## src/rtl/imm_field_decoder_pkg.sv

```systemverilog
// Shared encodings for the ID-stage immediate field decoder: extender format
// codes, the opcodes that select them, and the decoded field bundle.
package imm_field_decoder_pkg;

  localparam logic [1:0] ITYPE_EXT = 2'b00;
  localparam logic [1:0] STYPE_EXT = 2'b01;
  localparam logic [1:0] UTYPE_EXT = 2'b10;

  localparam logic [6:0] OP_IMM    = 7'b0010011;
  localparam logic [6:0] OP_LOAD   = 7'b0000011;
  localparam logic [6:0] OP_JALR   = 7'b1100111;
  localparam logic [6:0] OP_SYSTEM = 7'b1110011;
  localparam logic [6:0] OP_STORE  = 7'b0100011;
  localparam logic [6:0] OP_LUI    = 7'b0110111;
  localparam logic [6:0] OP_AUIPC  = 7'b0010111;

  typedef struct packed {
    logic [1:0]  ext;
    logic        no_imm;
    logic [11:0] imm12;
    logic [19:0] imm20;
  } imm_dec_t;

  // Formats outside I/S/U fall back to ITYPE_EXT so the extender never sees
  // an undefined code; no_imm tells control to ignore the immediate.
  function automatic imm_dec_t decode_imm(input logic [31:0] inst);
    imm_dec_t d;
    d.ext    = ITYPE_EXT;
    d.no_imm = 1'b1;
    d.imm12  = '0;
    d.imm20  = '0;
    case (inst[6:0])
      OP_IMM, OP_LOAD, OP_JALR, OP_SYSTEM: begin
        d.no_imm = 1'b0;
        d.imm12  = inst[31:20];
      end
      OP_STORE: begin
        d.ext    = STYPE_EXT;
        d.no_imm = 1'b0;
        d.imm12  = {inst[31:25], inst[11:7]};
      end
      OP_LUI, OP_AUIPC: begin
        d.ext    = UTYPE_EXT;
        d.no_imm = 1'b0;
        d.imm20  = inst[31:12];
      end
      default: ;
    endcase
    return d;
  endfunction

endpackage

```

## src/rtl/ifid_skid_buf.sv

```systemverilog
// Generic 2-entry valid/ready skid buffer with flush. Output register feeds
// the consumer directly; the skid register absorbs one word under backpressure.
module ifid_skid_buf #(
  parameter int WIDTH = 64
) (
  input  logic             clk,
  input  logic             rst,
  input  logic             flush,
  input  logic             in_valid,
  output logic             in_ready,
  input  logic [WIDTH-1:0] in_data,
  output logic             out_valid,
  input  logic             out_ready,
  output logic [WIDTH-1:0] out_data
);

  localparam logic [1:0] ST_EMPTY = 2'b00;
  localparam logic [1:0] ST_ONE   = 2'b01;
  localparam logic [1:0] ST_TWO   = 2'b11;

  logic             out_valid_reg;
  logic             skid_valid_reg;
  logic [WIDTH-1:0] out_data_reg;
  logic [WIDTH-1:0] skid_data_reg;
  logic             in_fire;
  logic             out_fire;

  assign in_ready  = ~skid_valid_reg;
  assign out_valid = out_valid_reg;
  assign out_data  = out_data_reg;
  assign in_fire   = in_valid & in_ready;
  assign out_fire  = out_valid_reg & out_ready;

  always_ff @(posedge clk or posedge rst) begin
    if (rst) begin
      out_valid_reg  <= 1'b0;
      skid_valid_reg <= 1'b0;
      out_data_reg   <= '0;
      skid_data_reg  <= '0;
    end else if (flush) begin
      out_valid_reg  <= 1'b0;
      skid_valid_reg <= 1'b0;
    end else begin
      case ({skid_valid_reg, out_valid_reg})
        ST_EMPTY: begin
          if (in_fire) begin
            out_data_reg  <= in_data;
            out_valid_reg <= 1'b1;
          end
        end
        ST_ONE: begin
          if (in_fire && out_fire) begin
            out_data_reg <= in_data;
          end else if (in_fire) begin
            skid_data_reg  <= in_data;
            skid_valid_reg <= 1'b1;
          end else if (out_fire) begin
            out_valid_reg <= 1'b0;
          end
        end
        ST_TWO: begin
          if (out_fire) begin
            out_data_reg   <= skid_data_reg;
            skid_valid_reg <= 1'b0;
          end
        end
        default: begin
          out_valid_reg  <= 1'b0;
          skid_valid_reg <= 1'b0;
        end
      endcase
    end
  end

endmodule

```

## src/rtl/imm_field_decoder.sv

```systemverilog
// ID-stage front end: buffers fetched {pc, inst} pairs and slices register
// and immediate fields plus the extender format code from the output entry.
module imm_field_decoder
  import imm_field_decoder_pkg::*;
#(
  parameter int XLEN    = 32,
  parameter bit PASS_PC = 1'b1
) (
  input  logic            clk,
  input  logic            rst,
  input  logic            in_valid,
  output logic            in_ready,
  input  logic [XLEN-1:0] inst_in,
  input  logic [XLEN-1:0] pc_in,
  input  logic            flush,
  output logic            out_valid,
  input  logic            out_ready,
  output logic [4:0]      Imm5,
  output logic [11:0]     Imm12,
  output logic [19:0]     Imm20,
  output logic [1:0]      EXTSigned,
  output logic [4:0]      rs1,
  output logic [4:0]      rs2,
  output logic [4:0]      rd,
  output logic            no_imm,
  output logic [XLEN-1:0] pc_out
);

  logic [2*XLEN-1:0] buf_data;
  logic [XLEN-1:0]   inst;
  logic [XLEN-1:0]   pc_buf;
  imm_dec_t          dec;

  ifid_skid_buf #(.WIDTH(2*XLEN)) u_skid (
    .clk       (clk),
    .rst       (rst),
    .flush     (flush),
    .in_valid  (in_valid),
    .in_ready  (in_ready),
    .in_data   ({pc_in, inst_in}),
    .out_valid (out_valid),
    .out_ready (out_ready),
    .out_data  (buf_data)
  );

  assign inst   = buf_data[XLEN-1:0];
  assign pc_buf = buf_data[2*XLEN-1:XLEN];

  assign dec       = decode_imm(inst[31:0]);
  assign EXTSigned = dec.ext;
  assign no_imm    = dec.no_imm;
  assign Imm12     = dec.imm12;
  assign Imm20     = dec.imm20;
  assign Imm5      = inst[11:7];
  assign rd        = inst[11:7];
  assign rs1       = inst[19:15];
  assign rs2       = inst[24:20];

  // funct3 is consumed by the control unit from its own copy of the word.
  logic unused_funct3;
  assign unused_funct3 = ^inst[14:12];

  generate
    if (PASS_PC) begin : g_pc
      assign pc_out = pc_buf;
    end else begin : g_no_pc
      logic unused_pc;
      assign unused_pc = ^pc_buf;
      assign pc_out    = '0;
    end
  endgenerate

endmodule
```

## config.mk

```make
export PLATFORM = sky130hd
export DESIGN_NAME = imm_field_decoder
export DESIGN_NICKNAME = d
export VERILOG_FILES = /design/src/rtl/imm_field_decoder_pkg.sv /design/src/rtl/ifid_skid_buf.sv /design/src/rtl/imm_field_decoder.sv
export SDC_FILE = /design/constraint.sdc
export NUM_CORES = 1
export LEC_CHECK = 0
export ABC_AREA = 1
export CAP_MARGIN = 20
export CELL_PAD_IN_SITES_DETAIL_PLACEMENT = 1
export CELL_PAD_IN_SITES_GLOBAL_PLACEMENT = 1
export CORE_UTILIZATION = 25
export CTS_CLUSTER_SIZE = 14
export DETAILED_ROUTE_END_ITERATION = 12
export PLACE_DENSITY = 0.6
export REMOVE_ABC_BUFFERS = 1
export SETUP_SLACK_MARGIN = 0.02
export SKIP_CTS_REPAIR_TIMING = 1
export SLEW_MARGIN = 30
export SYNTH_ARGS = -nofsm -noshare
export SYNTH_HDL_FRONTEND = slang
export SYNTH_SLANG_ARGS = --single-unit
```

## constraint.sdc

```tcl
create_clock -name clk -period 9.69 [get_ports clk]
set_clock_uncertainty 0.15 [all_clocks]
set_input_delay 0.969 -clock clk [delete_from_list [all_inputs] [get_ports clk]]
set_output_delay 0.969 -clock clk [all_outputs]
set_load 0.005 [all_outputs]
```

==> results.cfg <==
[outcome]
status = finished clean

[setup_path]
worstPathCellList = inv_1 > nand2_1 > nor2_1 > nand2_1 > nand2_1 > nand2_1 > nand2_1 > clkdlybuf4s50_1
r2r_cells = 8
rrSetupSlack_ns = 6.85
crit_fanout = 13
required_ns = 8.57
rr_startpoint = u_skid.skid_valid_reg
slowest_delay_ns = 0.50
critPathCaptureType = output port
slowest_stage = clkdlybuf4s50_1
r2r-end = u_skid.out_data[41]
cp_common_cell = nand2_1
arrival_ns = 2.26
path_delay_family = simple AND/OR/NAND/NOR gates
timing.setup.critical_path_class = flop to output port
critPathBufInv = 2
worst_setup_path_start_kind = flop

[final_layout]
layout_common_cells = nand2_1, clkdlybuf4s50_1, nand3_1, dfrtp_1, inv_1
design_area_um2 = 8870
antennaDiodeCount = 0
fin_util = 0.330
area_growth_pct = 30.1
final_common_cell = nand2_1
nets = 1076
n_fill_cell = 3211
final_layout_size_suffix_gt1_frac = 0.0441

[global_route]
grt_pass1_wl_mm = 34.3
grt_pass1_vias = 6304
grt_start_max_net_pins = 82
track_usage = 0.155
antenna_found_initial = 0
gr-total-overflow = 0

[routing]
vias = 5936
drt_wl_total_mm = 20.5
wl_per_cell_um = 15.0
postRouteAntennaNets = 0
drtIter0Drc = 260
drtPass1Iterations = 4
drc = 0
viasPerCell = 4.36

[timing]
drv_slew = 0
rsz0062_at_grt = false
worst_slew_pin_slew_ns = 0.864
final_hold_viol_count = 0
setup_violations = 0
min_period_ns = 3.37
fin_crit_sh = 0.348
tns_ns = 0
maxSlewHeadroom = 0.424
max_freq_mhz = 296

[synth]
ys.warnings.count = 0
synth_area_um2 = 6820
ys_seq_area_frac = 0.477
ys_ff_latch = 130
synthDistinctLibCells = 16
synth_cells = 935
syn_area_per_cell_um2 = 7.29

[pwr]
ir_worst_vdd_mv = 0.113
powerDensity_nw_per_um2 = 200
leakage_nw = 4.59

[clocking]
cts_inserted_buffers = 17
cts_tree = yes
clkTransAtPathRegs_ns = 0.05
root_buffer = clkbuf_16
htree_num_levels = 4
cts_buffer_depth = 2
cts_sinks = 130
clk_latency_ns = 0.42

[hold_path]
holdPathStages = 2
hold_class = flop to flop
worstHoldStart = u_skid.out_data[1]
hold_end = u_skid.out_data[1]

[die]
die_h_um = 167
coreArea_um2 = 26900
fp-row-count = 60
die_area_um2 = 27900
ioPinCount = 158
initial_core_util = 0.254
die_w_um = 167

[placement]
portBuffers = 157
placed_cell_area_um2 = 8200
routabilityCongestion = 0.721
hpwl_mm = 12.3

[run]
drv_cap = 0
==> per-stage QoR <==
step / cells / hold slack, ns / setup slack (ns) / power (mW)
after floorplan: 823 / 0.292 / 3.90 / 0.864
after global placement: 1329 / 0.307 / 6.57 / 1.04
after detailed placement: 1329 / 0.311 / 6.52 / 1.05
after CTS: 1361 / 0.325 / 6.05 / 1.80
after global routing: 1361 / 0.343 / 6.04 / 1.88
final: 1361 / 0.322 / 6.32 / 1.77
==> worst reg2reg max path, stage by stage (launching register included) <==
cell and delay [ns]:
dfrtp_2 0.38, buf_4 0.65, inv_1 0.17, nand2_1 0.20, a21oi_4 0.08, nand2_2 0.31
buf_4 0.60, nand2_1 0.14, nand2_1 0.09
==> logic make-up after synthesis <==
group,Yosys count,synth area share
buf+inv,207,0.156
simple gates,530,0.316
flops,130,0.477
compound gates,68,0.0512
==> layout make-up <==
class	count	area [µm²]	area share
Sequential cell	130	3260	0.367
Multi-Input combinational cell	598	2530	0.285
Timing Repair Buffer	165	1630	0.184
Clock buffer	22	464	0.0523
Tap cell	341	427	0.0481
Inverter	95	362	0.0408
Clock inverter	10	204	0.0230
==> worst max-delay path by stage <==
stage,startpoint,end,slack (ns),depth (start not counted)
CTS,u_skid.out_data[3],Imm20[3],6.05,6
detailed placement,u_skid.out_data[3],Imm20[3],6.52,6
global route,u_skid.out_data[3],Imm12[0],6.04,8
floorplan,u_skid.out_valid,u_skid.out_data[0],3.90,5
finish,u_skid.out_data[3],Imm12[4],6.32,8
global placement,u_skid.out_data[1],no_imm,6.57,6
==> power breakdown <==
group          switching [mW]  internal, mW
clock                   0.244         0.496
sequential             0.0724         0.657
combinational           0.149         0.154
total                   0.466          1.31
==> per-layer routing <==
layer / vias to the layer above / wire, µm / track usage
li1: 2967 / - / -
met1: 2841 / 9850 / 0.202
met2: 114 / 9820 / 0.265
met3: 14 / 644 / 0.0312
met4: 0 / 164 / 0.0359
met5: - / 0 / 0
==> synth_stat cells <==
cell type / count / area [µm²]
a21oi_1: 1 / 5.00
dfrtp_1: 130 / 3250
clkbuf_1: 12 / 45.0
inv_1: 95 / 357
buf_4: 64 / 480
buf_1: 1 / 3.75
nand2_1: 371 / 1390
nand3_1: 130 / 651
o21a_1: 1 / 7.51
o21ai_0: 64 / 320
buf_2: 35 / 175
nand4_1: 1 / 6.26
nor2_1: 27 / 101
a21oi_2: 1 / 8.76
o31ai_1: 1 / 7.51
nand2_2: 1 / 6.26
Note: power is estimated with default switching activity, not from simulation.
